==> src/rtl/fc_class_argmax.sv <==
// Sequencer for the single-neuron FC stage. It runs one FC evaluation per class and
// reports the index and score of the highest result, with a watchdog on each evaluation.
module fc_class_argmax #(
    parameter int N_CLASS = 8,
    parameter int DATA_W  = 32,
    parameter int TIMEOUT = 15,
    localparam int IDX_W  = $clog2(N_CLASS)
) (
    input  logic              i_clk,
    input  logic              i_rst_n,
    input  logic              i_start,
    output logic              o_busy,
    output logic              o_fc_start,
    output logic [IDX_W-1:0]  o_class_sel,
    input  logic [DATA_W-1:0] i_fc_output,
    input  logic              i_fc_finished,
    output logic [IDX_W-1:0]  o_class,
    output logic [DATA_W-1:0] o_score,
    output logic              o_valid,
    output logic              o_error
);

    localparam int               TMR_W    = $clog2(TIMEOUT + 1);
    localparam logic [TMR_W-1:0] TMR_LAST = TMR_W'(TIMEOUT - 1);
    localparam logic [IDX_W-1:0] IDX_LAST = IDX_W'(N_CLASS - 1);

    typedef enum logic [2:0] {
        S_IDLE   = 3'd0,
        S_LAUNCH = 3'd1,
        S_WAIT   = 3'd2,
        S_DONE   = 3'd3,
        S_ABORT  = 3'd4
    } state_t;

    state_t                    r_state;
    state_t                    w_next;
    logic [IDX_W-1:0]          r_idx;
    logic [TMR_W-1:0]          r_timer;
    logic signed [DATA_W-1:0]  r_best;
    logic [IDX_W-1:0]          r_best_idx;
    logic [IDX_W-1:0]          r_class;
    logic signed [DATA_W-1:0]  r_score;

    logic signed [DATA_W-1:0]  w_result;
    logic                      w_fin;
    logic                      w_take;
    logic                      w_last;

    // Strict signed compare so that a tie keeps the earlier (lower) class index.
    function automatic logic beats(input logic signed [DATA_W-1:0] a,
                                   input logic signed [DATA_W-1:0] b);
        return a > b;
    endfunction

    assign w_result = $signed(i_fc_output);
    assign w_fin    = (r_state == S_WAIT) && i_fc_finished;
    assign w_last   = (r_idx == IDX_LAST);
    // Class 0 always seeds the running max, so an all-negative run never reports zero.
    assign w_take   = (r_idx == '0) || beats(w_result, r_best);

    always_ff @(posedge i_clk or negedge i_rst_n) begin
        if (!i_rst_n) begin
            r_state <= S_IDLE;
        end else begin
            r_state <= w_next;
        end
    end

    always_comb begin
        w_next = r_state;
        case (r_state)
            S_IDLE: begin
                if (i_start) w_next = S_LAUNCH;
            end
            S_LAUNCH: begin
                w_next = S_WAIT;
            end
            S_WAIT: begin
                if (i_fc_finished) begin
                    w_next = w_last ? S_DONE : S_LAUNCH;
                end else if (r_timer == TMR_LAST) begin
                    w_next = S_ABORT;
                end
            end
            S_DONE:  w_next = S_IDLE;
            S_ABORT: w_next = S_IDLE;
            default: w_next = S_IDLE;
        endcase
    end

    always_ff @(posedge i_clk or negedge i_rst_n) begin
        if (!i_rst_n) begin
            r_idx      <= '0;
            r_timer    <= '0;
            r_best     <= '0;
            r_best_idx <= '0;
            r_class    <= '0;
            r_score    <= '0;
        end else begin
            case (r_state)
                S_IDLE: begin
                    if (i_start) r_idx <= '0;
                end
                S_LAUNCH: begin
                    r_timer <= '0;
                end
                S_WAIT: begin
                    if (w_fin) begin
                        if (w_take) begin
                            r_best     <= w_result;
                            r_best_idx <= r_idx;
                        end
                        // Publish on the way into DONE, folding in the last class's result.
                        if (w_last) begin
                            r_class <= w_take ? r_idx : r_best_idx;
                            r_score <= w_take ? w_result : r_best;
                        end else begin
                            r_idx <= r_idx + IDX_W'(1);
                        end
                    end else begin
                        r_timer <= r_timer + TMR_W'(1);
                    end
                end
                S_DONE, S_ABORT: begin
                    r_idx <= '0;
                end
                default: begin
                    r_idx <= '0;
                end
            endcase
        end
    end

    assign o_busy      = (r_state != S_IDLE);
    assign o_fc_start  = (r_state == S_LAUNCH);
    assign o_valid     = (r_state == S_DONE);
    assign o_error     = (r_state == S_ABORT);
    assign o_class_sel = r_idx;
    assign o_class     = r_class;
    assign o_score     = r_score;

endmodule
==> config.mk <==
export PLATFORM = sky130hd
export DESIGN_NAME = fc_class_argmax
export DESIGN_NICKNAME = d
export VERILOG_FILES = /design/src/rtl/fc_class_argmax.sv
export SDC_FILE = /design/constraint.sdc
export NUM_CORES = 1
export LEC_CHECK = 0
export BUFFER_PORTS_ARGS = -buffer_cell sky130_fd_sc_hd__buf_2
export CAP_MARGIN = 20
export CELL_PAD_IN_SITES_DETAIL_PLACEMENT = 1
export CELL_PAD_IN_SITES_GLOBAL_PLACEMENT = 2
export CORE_UTILIZATION = 36
export CTS_CLUSTER_DIAMETER = 80
export DETAILED_ROUTE_END_ITERATION = 6
export GPL_TIMING_DRIVEN = 0
export HOLD_SLACK_MARGIN = 0.12
export PLACE_DENSITY = 0.89
export SLEW_MARGIN = 10
export SYNTH_ARGS = -nofsm -noshare
export SYNTH_HDL_FRONTEND = slang
export SYNTH_SLANG_ARGS = --single-unit
==> constraint.sdc <==
create_clock -name i_clk -period 3.4 [get_ports i_clk]
set_input_delay 0.17 -clock i_clk [delete_from_list [all_inputs] [get_ports i_clk]]
set_output_delay 0.17 -clock i_clk [all_outputs]
set_load 0.05 [all_outputs]
Yosys cells after proc, flatten, opt, wreduce, memory -nomap -nowiden
Cells that the tools add are included.
{"block": "classes", "n_addsub": 2, "order_cmp": 1, "n_eq_ne": 11, "muxes": 13, "bitwise_logic": 1, "reduce_logical": 11}
{"op": "> comparator 32 bit", "count": 1}
{"op": "two-way mux 32 bit", "count": 1}
{"op": "two-way mux 3 bit", "count": 7}
{"op": "case mux 3 bit (3 select lines)", "count": 2}
{"op": "inequality test 2 bit, second input constant", "count": 4}
{"op": "case mux 4 bit (2 select lines)", "count": 1}
{"op": "equality test 3 x 2 -> 1 bit, second input constant", "count": 2}
{"op": "equality test 3 bit, second input constant", "count": 2}
{"op": "zero test 3 bit", "count": 2}
{"op": "AND reduction 2 bit", "count": 3}
{"op": "adder 4 x 1 -> 4 bit, second input constant", "count": 1}
{"op": "equality test 4 bit, second input constant", "count": 1}
{"op": "two-way mux 4 bit", "count": 1}
{"op": "AND reduction 4 bit", "count": 1}
{"op": "adder 3 x 1 -> 3 bit, second input constant", "count": 1}
{"op": "equality test 3 x 1 -> 1 bit, second input constant", "count": 1}
{"op": "inequality test 3 x 2 -> 1 bit, second input constant", "count": 1}
{"op": "AND reduction 3 bit", "count": 1}
{"op": "nonzero test 3 bit", "count": 1}
{"op": "two-way mux 2 bit", "count": 1}
{"op": "nonzero test 2 bit", "count": 1}
{"op": "logical AND 1 bit", "count": 1}
{"op": "logical OR 1 bit", "count": 1}
{"op": "NOT 1 bit", "count": 1}
{"block": "word_totals", "regBits": 80, "in_bits": 36, "elab_cells": 46}

Depth between registers and ports, before layout
Gate-level depths: netlist of run 1.
{"block": "logic_depth", "word_depth": 4, "depth_mapped": 11, "mapped_depth_nobuf": 9}

Worst setup path after synthesis of run 1
Ideal clock, no wire load.
{"block": "synth_path", "kind": "register to register", "start": "reg r_best[1]", "end": "reg r_best[14]", "arrival_time_ns": 2.470, "t_required_ns": 3.273, "path_slack_ns": 0.803, "path_stages_with_launch": 11, "path_buffers": 1, "period_less_slack_ns": 2.597, "cell_sequence": "dfrtp_1 inv_1 ha_1 nor2b_1 o211ai_2 a21boi_0 o41a_1 o211a_4 o21ai_4 buf_12 mux2_1"}
{"block": "synth_via", "elab_chain_cells": 3}
{"item": "from (decl)", "line_no": "39", "source": "logic signed [DATA_W-1:0] r_best;"}
{"item": "from (signal assigned)", "line_no": "110", "source": "r_best <= w_result;"}
{"item": "> comparator 32 bit", "line_no": "52", "source": "return a > b;"}
{"item": "logical OR 1 bit", "line_no": "59", "source": "assign w_take = (r_idx == '0) || beats(w_result, r_best);"}
{"item": "two-way mux 32 bit"}
Every way passes these cells.
A chain may end at the register's enable or synchronous reset.

Worst setup path after layout of run 1
{"block": "layout_path", "start": "in i_fc_output[23]", "end": "reg r_best[30]"}
{"block": "layout_via", "elab_chain_cells": 3}
{"item": "from (decl)", "line_no": "15", "source": "input logic [DATA_W-1:0] i_fc_output,"}
{"item": "> comparator 32 bit", "line_no": "52"}
{"item": "logical OR 1 bit", "line_no": "59"}
{"item": "two-way mux 32 bit"}
Every way passes these cells.

==> impl_metrics.tcl, run 1 <==
set metrics [dict create \
    pre_cts_ws_ps 464.9 \
    cp_top_family "compound AO/OA/AOI/OAI gates" \
    end_kind "register" \
    worst-r2r-setup-slack_ps 480 \
    hpwl_mm 8.091 \
    port_buffers 77 \
    worst_setup_path_start_kind "input port" \
    yosysWarnings 0 \
    path_clk_slew_ps 60 \
    fin_crit_ps 3008 \
    critPathMaxStageDelay_ps 540 \
    nets 600 \
    firstDrtPassIters 4 \
    async_reset_ff_share_pct 100.0 \
    drt_wl_total_mm 11.09 \
    cp_max_fo 10 \
    grt_pass1_vias 3873 \
    p_leak_nw 2.860 \
    crit_path_top_delay_cell "dlygate4sd3_1" \
    die_w_um 113.7 \
    ios 78 \
    cts_buffers 9 \
    cts_tree "built" \
    synth_edf_count 0 \
    synth_area_per_cell_um2 11.03 \
    synth_seq_area_share_pct 44.59 \
    ff2ff_path_depth 10 \
    min-delay-start "i_fc_output[8]" \
    synth_ff_type "dfrtp_1" \
    syn_to_final_growth_pct 26.37 \
    slew_headroom_pct 61.78 \
    gr-total-overflow 0 \
    h-tree-depth 3 \
    cts.sinks 80 \
    grt_usage_pct 18.32 \
    rows 40 \
    maxSlewViolCount 0 \
    timing.final.ws_setup_ps 391.9 \
    worst_r2r_endpoint "r_best[30]" \
    holdPathStages 2 \
    fmax_ghz 0.3324 \
    core-area_um2 12060 \
    drt-vias-per-instance 4.908 \
    whs_endpoint "r_best[8]" \
    clock_path_buffers 2 \
    synthDistinctLibCells 44 \
    die-area_um2 12920 \
    worstMarginPinSlew_ps 573.2 \
    place_congestion 0.7451 \
    syn_inst 407 \
    die_y_um 113.7 \
    synth_area_um2 4489 \
    crit_type "input port to register" \
    drive_gt1_share_pct 25.66 \
    finalPower_mw 4.158 \
    cts_root_buffer "clkbuf_16" \
    setup_viol_count_final 0 \
    powerDensity_nw_per_um2 733.0 \
    grt_pass1_wl_mm 18.53 \
    drtIter0Drc 79 \
    rsz0062_at_grt "no" \
    status "completed" \
    start_util_pct 37.22 \
    hold_path_class "input port to register" \
    final_core_util_pct 47.03 \
    wl_per_cell_um 15.89 \
    finClkSkew_ps 5.944 \
    detail_route.drc_violations 0 \
    vias 3426 \
    grt_max_degree 43 \
    final_area_um2 5673 \
    r2r_start "r_best[23]" \
    critPathArrivalTime_ps 3220 \
    antenna_found_initial 0 \
    finalSetupTns_ps 0 \
    post_cts_resize_count 0 \
    ys_seq_elements 80 \
    crit_required_ps 3620 \
    ant_nets 0 \
    path_cells "dlygate4sd3_1, buf_2, ha_1, a21oi_1, o21ai_0, a221oi_2, nand3_1, o211a_4, o21ai_4, buf_12, mux2_1" \
    antennaDiodeCount 0 \
    clk_latency_ps 340 \
    post-route-period-util_pct 88.47 \
    maxCapViolCount 0 \
    placed_cell_area_um2 5107 \
    syn-num-nets 480 \
    max-vdd-ir-drop_mv 0.3027 \
    hold_viol 0 \
    critPathBufInv 3 \
]
[final cells by class]
type | count | area, um^2
Fill cell | 1380 | 6389
Multi-Input combinational cell | 271 | 2202
Sequential cell | 80 | 2002
Timing Repair Buffer | 109 | 718.2
Clock buffer | 13 | 250.2
Tap cell | 168 | 210.2
Inverter | 40 | 150.1
Buffer | 16 | 135.1
Clock inverter | 1 | 5.005
[cells in the final DEF (no fill, tap or decap), drive strengths merged, types with 2 or more instances in the layout]
cell,Yosys,final
a21o,3,3
a21oi,51,51
buf,7,85
clkbuf,9,22
dfrtp,80,80
dlygate4sd3,0,31
ha,37,37
inv,40,40
mux2,34,34
mux2i,35,35
nand2,9,9
nand3,8,8
nand4,13,13
nor2,40,40
nor2b,2,2
nor3,3,3
nor3b,2,2
o211ai,2,2
o21ai,11,11
or2,2,2
or3,2,2
xor2,2,2
[state kept, by name, summed over array words and instances (netlist names)]
| name | flops |
|---|---|
| o_class | 3 |
| r_timer | 4 |
| r_state | 3 |
| o_class_sel | 3 |
| r_best | 32 |
| o_score | 32 |
| r_best_idx | 3 |
[kinds of logic (layout without fill, tap and decap cells)]
group,Yosys count,count (layout),share of synthesized area [%]
AOI/OAI and AO/OA,77,77,10.28
xor gates and xnor gates,2,2,0.3903
adders and majority gates,37,37,10.31
buffers and inverters,56,179,6.354
DFF,80,80,44.59
muxes,69,69,18.59
and+or+nand+nor,86,86,9.476
[per-stage QoR]
step                hold slack [ps]  std cells
global route                  121.7        698
finish                        132.3        698
floorplan                    -125.6        407
detailed placement            187.6        653
CTS                           122.7        698
global placement              429.7        652
[power by group]
group / switching [mW] / total (mW) / internal (mW) / leakage (nW)
Combinational: 0.961 / 1.86 / 0.898 / 1.71
Clock: 0.368 / 0.874 / 0.506 / 0.126
Sequential: 0.216 / 1.42 / 1.21 / 1.02
[layer usage]
metal  up-vias  track usage, %  wire [um]
li1       1653               -          -
met1      1712           22.57       5121
met2        54           32.07       5548
met3         7           3.826        307
met4         0           5.702        111
met5         -               0          0
[synthesized netlist by cell type (all sizes together) (2+ instances only)]
cell type / count / share of area, %
or2: 2 / 0.28
nor3b: 2 / 0.33
nand4: 13 / 2.1
ha: 37 / 10
mux2i: 35 / 7.8
or3: 2 / 0.28
a21oi: 51 / 5.7
nor2: 40 / 3.3
o21ai: 11 / 1.5
nand2: 9 / 0.75
a21o: 3 / 0.50
dfrtp: 80 / 45
mux2: 34 / 11
nor3: 3 / 0.33
xor2: 2 / 0.39
clkbuf: 9 / 0.75
inv: 40 / 3.3
buf: 7 / 2.3
o211ai: 2 / 0.45
nor2b: 2 / 0.28
nand3: 8 / 0.89
[timing repair]
action / in CTS / in global routing
buffers inserted: 0 / 0
hold endpoints to repair: 68 / 0
hold buffers: 31 / 0
[worst max-delay path by stage]
stage / startpoint / slack, ps / depth (start not counted) / endpoint
3_5_place_dp: r_best[23] / 460 / 10 / r_best[30]
2_1_floorplan: r_best[1] / 800 / 10 / r_best[14]
5_1_grt: i_fc_output[23] / 210 / 11 / r_best[30]
3_3_place_gp: r_best[31] / 540 / 9 / r_best[30]
6_report: i_fc_output[23] / 390 / 11 / r_best[30]
4_1_cts: i_fc_output[31] / 380 / 11 / r_best[30]
(Power assumes the default switching activity.)
==> inputs of run 2 (changes only) <==
--- a/config.mk
+++ b/config.mk
@@ -14,7 +14,7 @@
 export DETAILED_ROUTE_END_ITERATION = 6
 export GPL_TIMING_DRIVEN = 0
 export HOLD_SLACK_MARGIN = 0.12
-export PLACE_DENSITY = 0.89
+export PLACE_DENSITY = 0.8
 export SLEW_MARGIN = 10
 export SYNTH_ARGS = -nofsm -noshare
 export SYNTH_HDL_FRONTEND = slang
==> run 2 against run 1 <==
Compared with the run above: die area unchanged; core utilization up 0.52 points; flip-flop and latch count unchanged; critical endpoint is now r_best[24].
==> impl_metrics.tcl, run 2 (synthesized netlist as in run 1, its figures left out) <==
set metrics [dict create \
    setup_viol_count_final 0 \
    hold_ws_ps 149.7 \
    fin_crit_ps 2994 \
    worst_setup_path_start_kind "input port" \
    rows 40 \
    fill_cells 1361 \
    cts_setup_buffers 0 \
    port_buffers 77 \
    rsz0062_at_grt "no" \
    nets 602 \
    cts_root_buffer "clkbuf_16" \
    die_w_um 113.7 \
    start_util_pct 37.22 \
    clock_power_share_pct 22.8 \
    worst-r2r-setup-slack_ps 500 \
    antenna_found_initial 0 \
    clk_latency_ps 340 \
    die-area_um2 12920 \
    finClkSkew_ps 6.834 \
    grt_max_degree 53 \
    drt_wl_total_mm 10.93 \
    cts_tree "built" \
    detail_route.drc_violations 0 \
    post-route-period-util_pct 88.05 \
    powerDensity_nw_per_um2 736.7 \
    core-area_um2 12060 \
    maxSlewViolCount 0 \
    worst_r2r_endpoint "r_best[24]" \
    firstDrtPassIters 4 \
    crit_type "input port to register" \
    maxCapViolCount 0 \
    cts_buffers 9 \
    die_y_um 113.7 \
    wl_per_cell_um 15.57 \
    worstMarginPinSlew_ps 561.9 \
    post_cts_resize_count 0 \
    p_sw_mw 1.549 \
    max-vdd-ir-drop_mv 0.3419 \
    status "completed" \
    critPathArrivalTime_ps 3220 \
    drive_gt1_share_pct 26.03 \
    hold_viol 0 \
    layout.cells.most_common "dfrtp_1" \
    switching_share_pct 36.67 \
    slew_headroom_pct 62.54 \
    ios 78 \
    min-delay-start "i_start" \
    gr-total-overflow 0 \
    grt_usage_pct 18.62 \
    finalSetupTns_ps 0 \
    fmax_ghz 0.3340 \
    cp_max_fo 10 \
    h-tree-depth 3 \
    drt-vias-per-instance 4.866 \
    r2r_start "r_best[11]" \
    finalPower_mw 4.225 \
    whs_endpoint "r_state[0]" \
    ff2ff_path_depth 10 \
    clock_path_buffers 2 \
    crit_required_ps 3620 \
    holdPathStages 3 \
    p_leak_nw 2.878 \
    grt_pass1_wl_mm 18.56 \
    p_int_mw 2.676 \
    combinationalPowerShare_pct 43.8 \
    antennaDiodeCount 0 \
    layout_common_cells "80 x dfrtp_1, 76 x buf_2, 51 x a21oi_1" \
    p_seq_share_pct 33.4 \
    ant_nets 0 \
    cts_hold_buffers 33 \
    hpwl_mm 7.704 \
    place_congestion 0.7345 \
    drtIter0Drc 97 \
    syn_to_final_growth_pct 27.76 \
    vias 3416 \
    grt_pass1_vias 3735 \
    path_clk_slew_ps 60 \
    end_kind "register" \
    hold_path_class "input port to register" \
    cts.sinks 80 \
]
-- run 2: cell types whose count changed in the layout (fill, tap and decap cells not counted) --
cell | before | now
buf_16 | 0 | 1
clkbuf_8 | 1 | 0
buf_12 | 4 | 3
dlygate4sd3_1 | 31 | 33
bufinv_16 | 0 | 1
clkinvlp_4 | 0 | 3
clkbuf_1 | 12 | 11
-- run 2: worst max-delay path, stage by stage --
cell	delay [ps]
dlygate4sd3_1	540
buf_2	140
ha_1	320
nand4_1	140
nor3_1	110
a21boi_0	150
o41a_1	470
o211a_4	290
o21ai_4	350
buf_12	210
mux2_1	320
-- run 2: metrics by stage --
stage                     setup WS, ps  utilization [%]  cells  area, um^2
after floorplan                  802.7                -    407        4489
after global placement           544.0            42.16    652        5085
after detailed placement         495.3            42.41    653        5115
after CTS                        399.0            47.55    702        5736
after global routing             246.9            47.55    702        5736
final                            406.3            47.55    702        5736
-- run 2: power groups by stage --
stage / Sequential, mW / Combinational (mW) / Clock, mW
2_1_floorplan: 1.46 / 1.37 / 0
3_3_place_gp: 1.41 / 1.77 / 0
3_5_place_dp: 1.42 / 1.83 / 0
4_1_cts: 1.41 / 1.88 / 0.997
5_1_grt: 1.45 / 2.06 / 1.03
6_report: 1.41 / 1.85 / 0.964
-- run 2: worst max path at each step --
| stage | startpoint | end |
|---|---|---|
| after CTS | i_fc_output[11] | r_best[14] |
| after global routing | i_fc_output[31] | r_best[24] |
| final | i_fc_output[11] | r_best[24] |
| after detailed placement | r_best[11] | r_best[30] |
| after floorplan | r_best[1] | r_best[14] |
| after global placement | r_best[11] | r_best[24] |
-- run 2: metal layers --
layer  wire length (um)  GRT usage [%]
met2               5384          32.11
met4                161          6.053
met3                345          3.826
met5                  0              0
met1               5036          23.26
-- run 2: layout make-up --
type                    instances  area, um^2  share of cell area, %
flip-flops and latches         80        2002                  34.90
multi-input cells             271        2202                  38.39
clock buffers                  11       232.7                  4.058
inverters                      40       150.1                  2.618
well taps                     168       210.2                  3.665
repair buffers                111       745.7                  13.00
plain buffers                  16       135.1                  2.356
clock inverters                 5       57.56                  1.003
==> inputs of run 3 (changes only) <==
--- a/config.mk
+++ b/config.mk
@@ -15,6 +15,7 @@
 export GPL_TIMING_DRIVEN = 0
 export HOLD_SLACK_MARGIN = 0.12
 export PLACE_DENSITY = 0.8
+export RECOVER_POWER = 50
 export SLEW_MARGIN = 10
 export SYNTH_ARGS = -nofsm -noshare
 export SYNTH_HDL_FRONTEND = slang
==> run 3 against run 2 <==
Compared with the run above: final area decreased by 0.52%; critical path type unchanged; fmax about the same; total power about the same; core utilization decreased by 0.25 points; die area unchanged; clock-buffer cell count unchanged; highest routed layer unchanged; the run now ends with max-capacitance violations, max-slew violations left; combinational power about the same; worst setup slack about the same; largest power group unchanged; cell count unchanged; non-clock buffer count unchanged; sequential share of layout area increased by 0.18 points; critical path depth unchanged.
==> impl_metrics.tcl, run 3 (synthesized netlist as in run 1, its figures left out) <==
set metrics [dict create \
    status "complete, but fails checks" \
    violations "max-capacitance violations, max-slew violations" \
    layout.cells.most_common "dfrtp_1" \
    end_kind "register" \
    hold_path_class "input port to register" \
    post_cts_resize_count 0 \
    layout_common_cells "80 x dfrtp_1, 55 x buf_2, 51 x a21oi_1" \
    maxCapViolCount 1 \
    vias 3422 \
    fill_cells 1367 \
    h-tree-depth 3 \
    place_congestion 0.7345 \
    crit_path_top_delay_cell "dlygate4sd3_1" \
    critPathArrivalTime_ps 3220 \
    syn_to_final_growth_pct 27.09 \
    maxSlewViolCount 29 \
    cts.sinks 80 \
    antenna_found_initial 0 \
    dpl.cell_count 653 \
    finalPower_mw 4.222 \
    cts_buffers 9 \
    powerDensity_nw_per_um2 740.1 \
    cts_tree "built" \
    routed.top_layer "met4" \
    die_w_um 113.7 \
    rsz0062_at_grt "no" \
    grt_max_degree 53 \
    cts_root_buffer "clkbuf_16" \
    drt_wl_total_mm 10.93 \
    die_y_um 113.7 \
    fmax_ghz 0.3340 \
    gr-total-overflow 0 \
    hpwl_mm 7.704 \
    ff_latch_area_um2 2002 \
    wl_met2_mm 5.379 \
    p_leak_nw 2.789 \
    placed_cell_area_um2 5115 \
    antennaDiodeCount 0 \
    path_cells "dlygate4sd3_1, buf_2, ha_1, nand4_1, nor3_1, a21boi_0, o41a_1, o211a_4, o21ai_4, buf_12, mux2_1" \
    hold_ws_ps 149.7 \
    dr_wl_met3_um 333 \
    post-route-period-util_pct 88.05 \
    grt_pass1_wl_mm 18.56 \
    start_util_pct 37.22 \
    port_buffers 77 \
    die-area_um2 12920 \
    max-vdd-ir-drop_mv 0.3419 \
    clk_latency_ps 340 \
    path_clk_slew_ps 60 \
    setup_viol_count_final 0 \
    rows 40 \
    fin_crit_ps 2994 \
    wl_per_cell_um 15.57 \
    core-area_um2 12060 \
    worstMarginPinSlew_ps 1771 \
    worst_setup_path_start_kind "input port" \
    final_area_um2 5705 \
    timing.final.ws_setup_ps 406.3 \
    cp_top_family "compound AO/OA/AOI/OAI gates" \
    crit_required_ps 3620 \
    critPathMaxStageDelay_ps 540 \
    wirelength_met1_mm 5.054 \
    crit_type "input port to register" \
    clock_path_buffers 2 \
    grt_pass1_vias 3735 \
    cp_max_fo 10 \
    detail_route.drc_violations 0 \
    finalSetupTns_ps 0 \
    firstDrtPassIters 4 \
    ant_nets 0 \
    hold_viol 0 \
    instances_no_fill 702 \
    multiInputGateArea_um2 2202 \
    pre_cts_ws_ps 495.3 \
    final_core_util_pct 47.30 \
    drtIter0Drc 100 \
    nets 602 \
    finClkSkew_ps 6.813 \
    drive_gt1_share_pct 21.91 \
    slew_headroom_pct -18.06 \
    ios 78 \
    grt_usage_pct 18.62 \
    drt-vias-per-instance 4.875 \
    critPathBufInv 3 \
]
-- run 3: where the power goes --
group          total, mW  switching [mW]  internal [mW]
Combinational       1.85           0.950          0.896
Clock              0.964           0.396          0.568
Sequential          1.41           0.203           1.21
Total               4.22            1.55           2.67
-- run 3: what timing repair did --
item / in CTS / in global routing
endpoints found under the hold margin: 60 / 0
hold buffers: 33 / 0
buffers inserted: 0 / 0
-- run 3: final timing paths --
check,start,end,slack [ps],cells after the start
min reg2reg,r_best[30],r_best[30],520,1
max reg2reg,r_best[11],r_best[24],500,10
min in group asynchronous,i_rst_n,o_score[16],840,2
min,i_start,r_state[0],150,3
max,i_fc_output[11],r_best[24],410,11
max in group asynchronous,i_rst_n,r_best[3],1530,2
-- run 3: routing by layer --
layer  GRT usage (%)  vias to the layer above
li1                -                     1666
met1           23.26                     1683
met2           32.11                       58
met3           3.826                       15
met4           6.053                        0
met5               0                        -
-- run 3: final cells by class --
class,instances,area share (%)
multi-input cells,271,38.60
flip-flops and latches,80,35.09
repair buffers,111,12.54
clock buffers,11,4.079
well taps,168,3.684
inverters,40,2.632
plain buffers,16,2.368
clock inverters,5,1.009
-- run 3: tightest hold or removal path, stage by stage --
cell	delay, ps
buf_2	110
mux2i_1	110
nor3_1	60
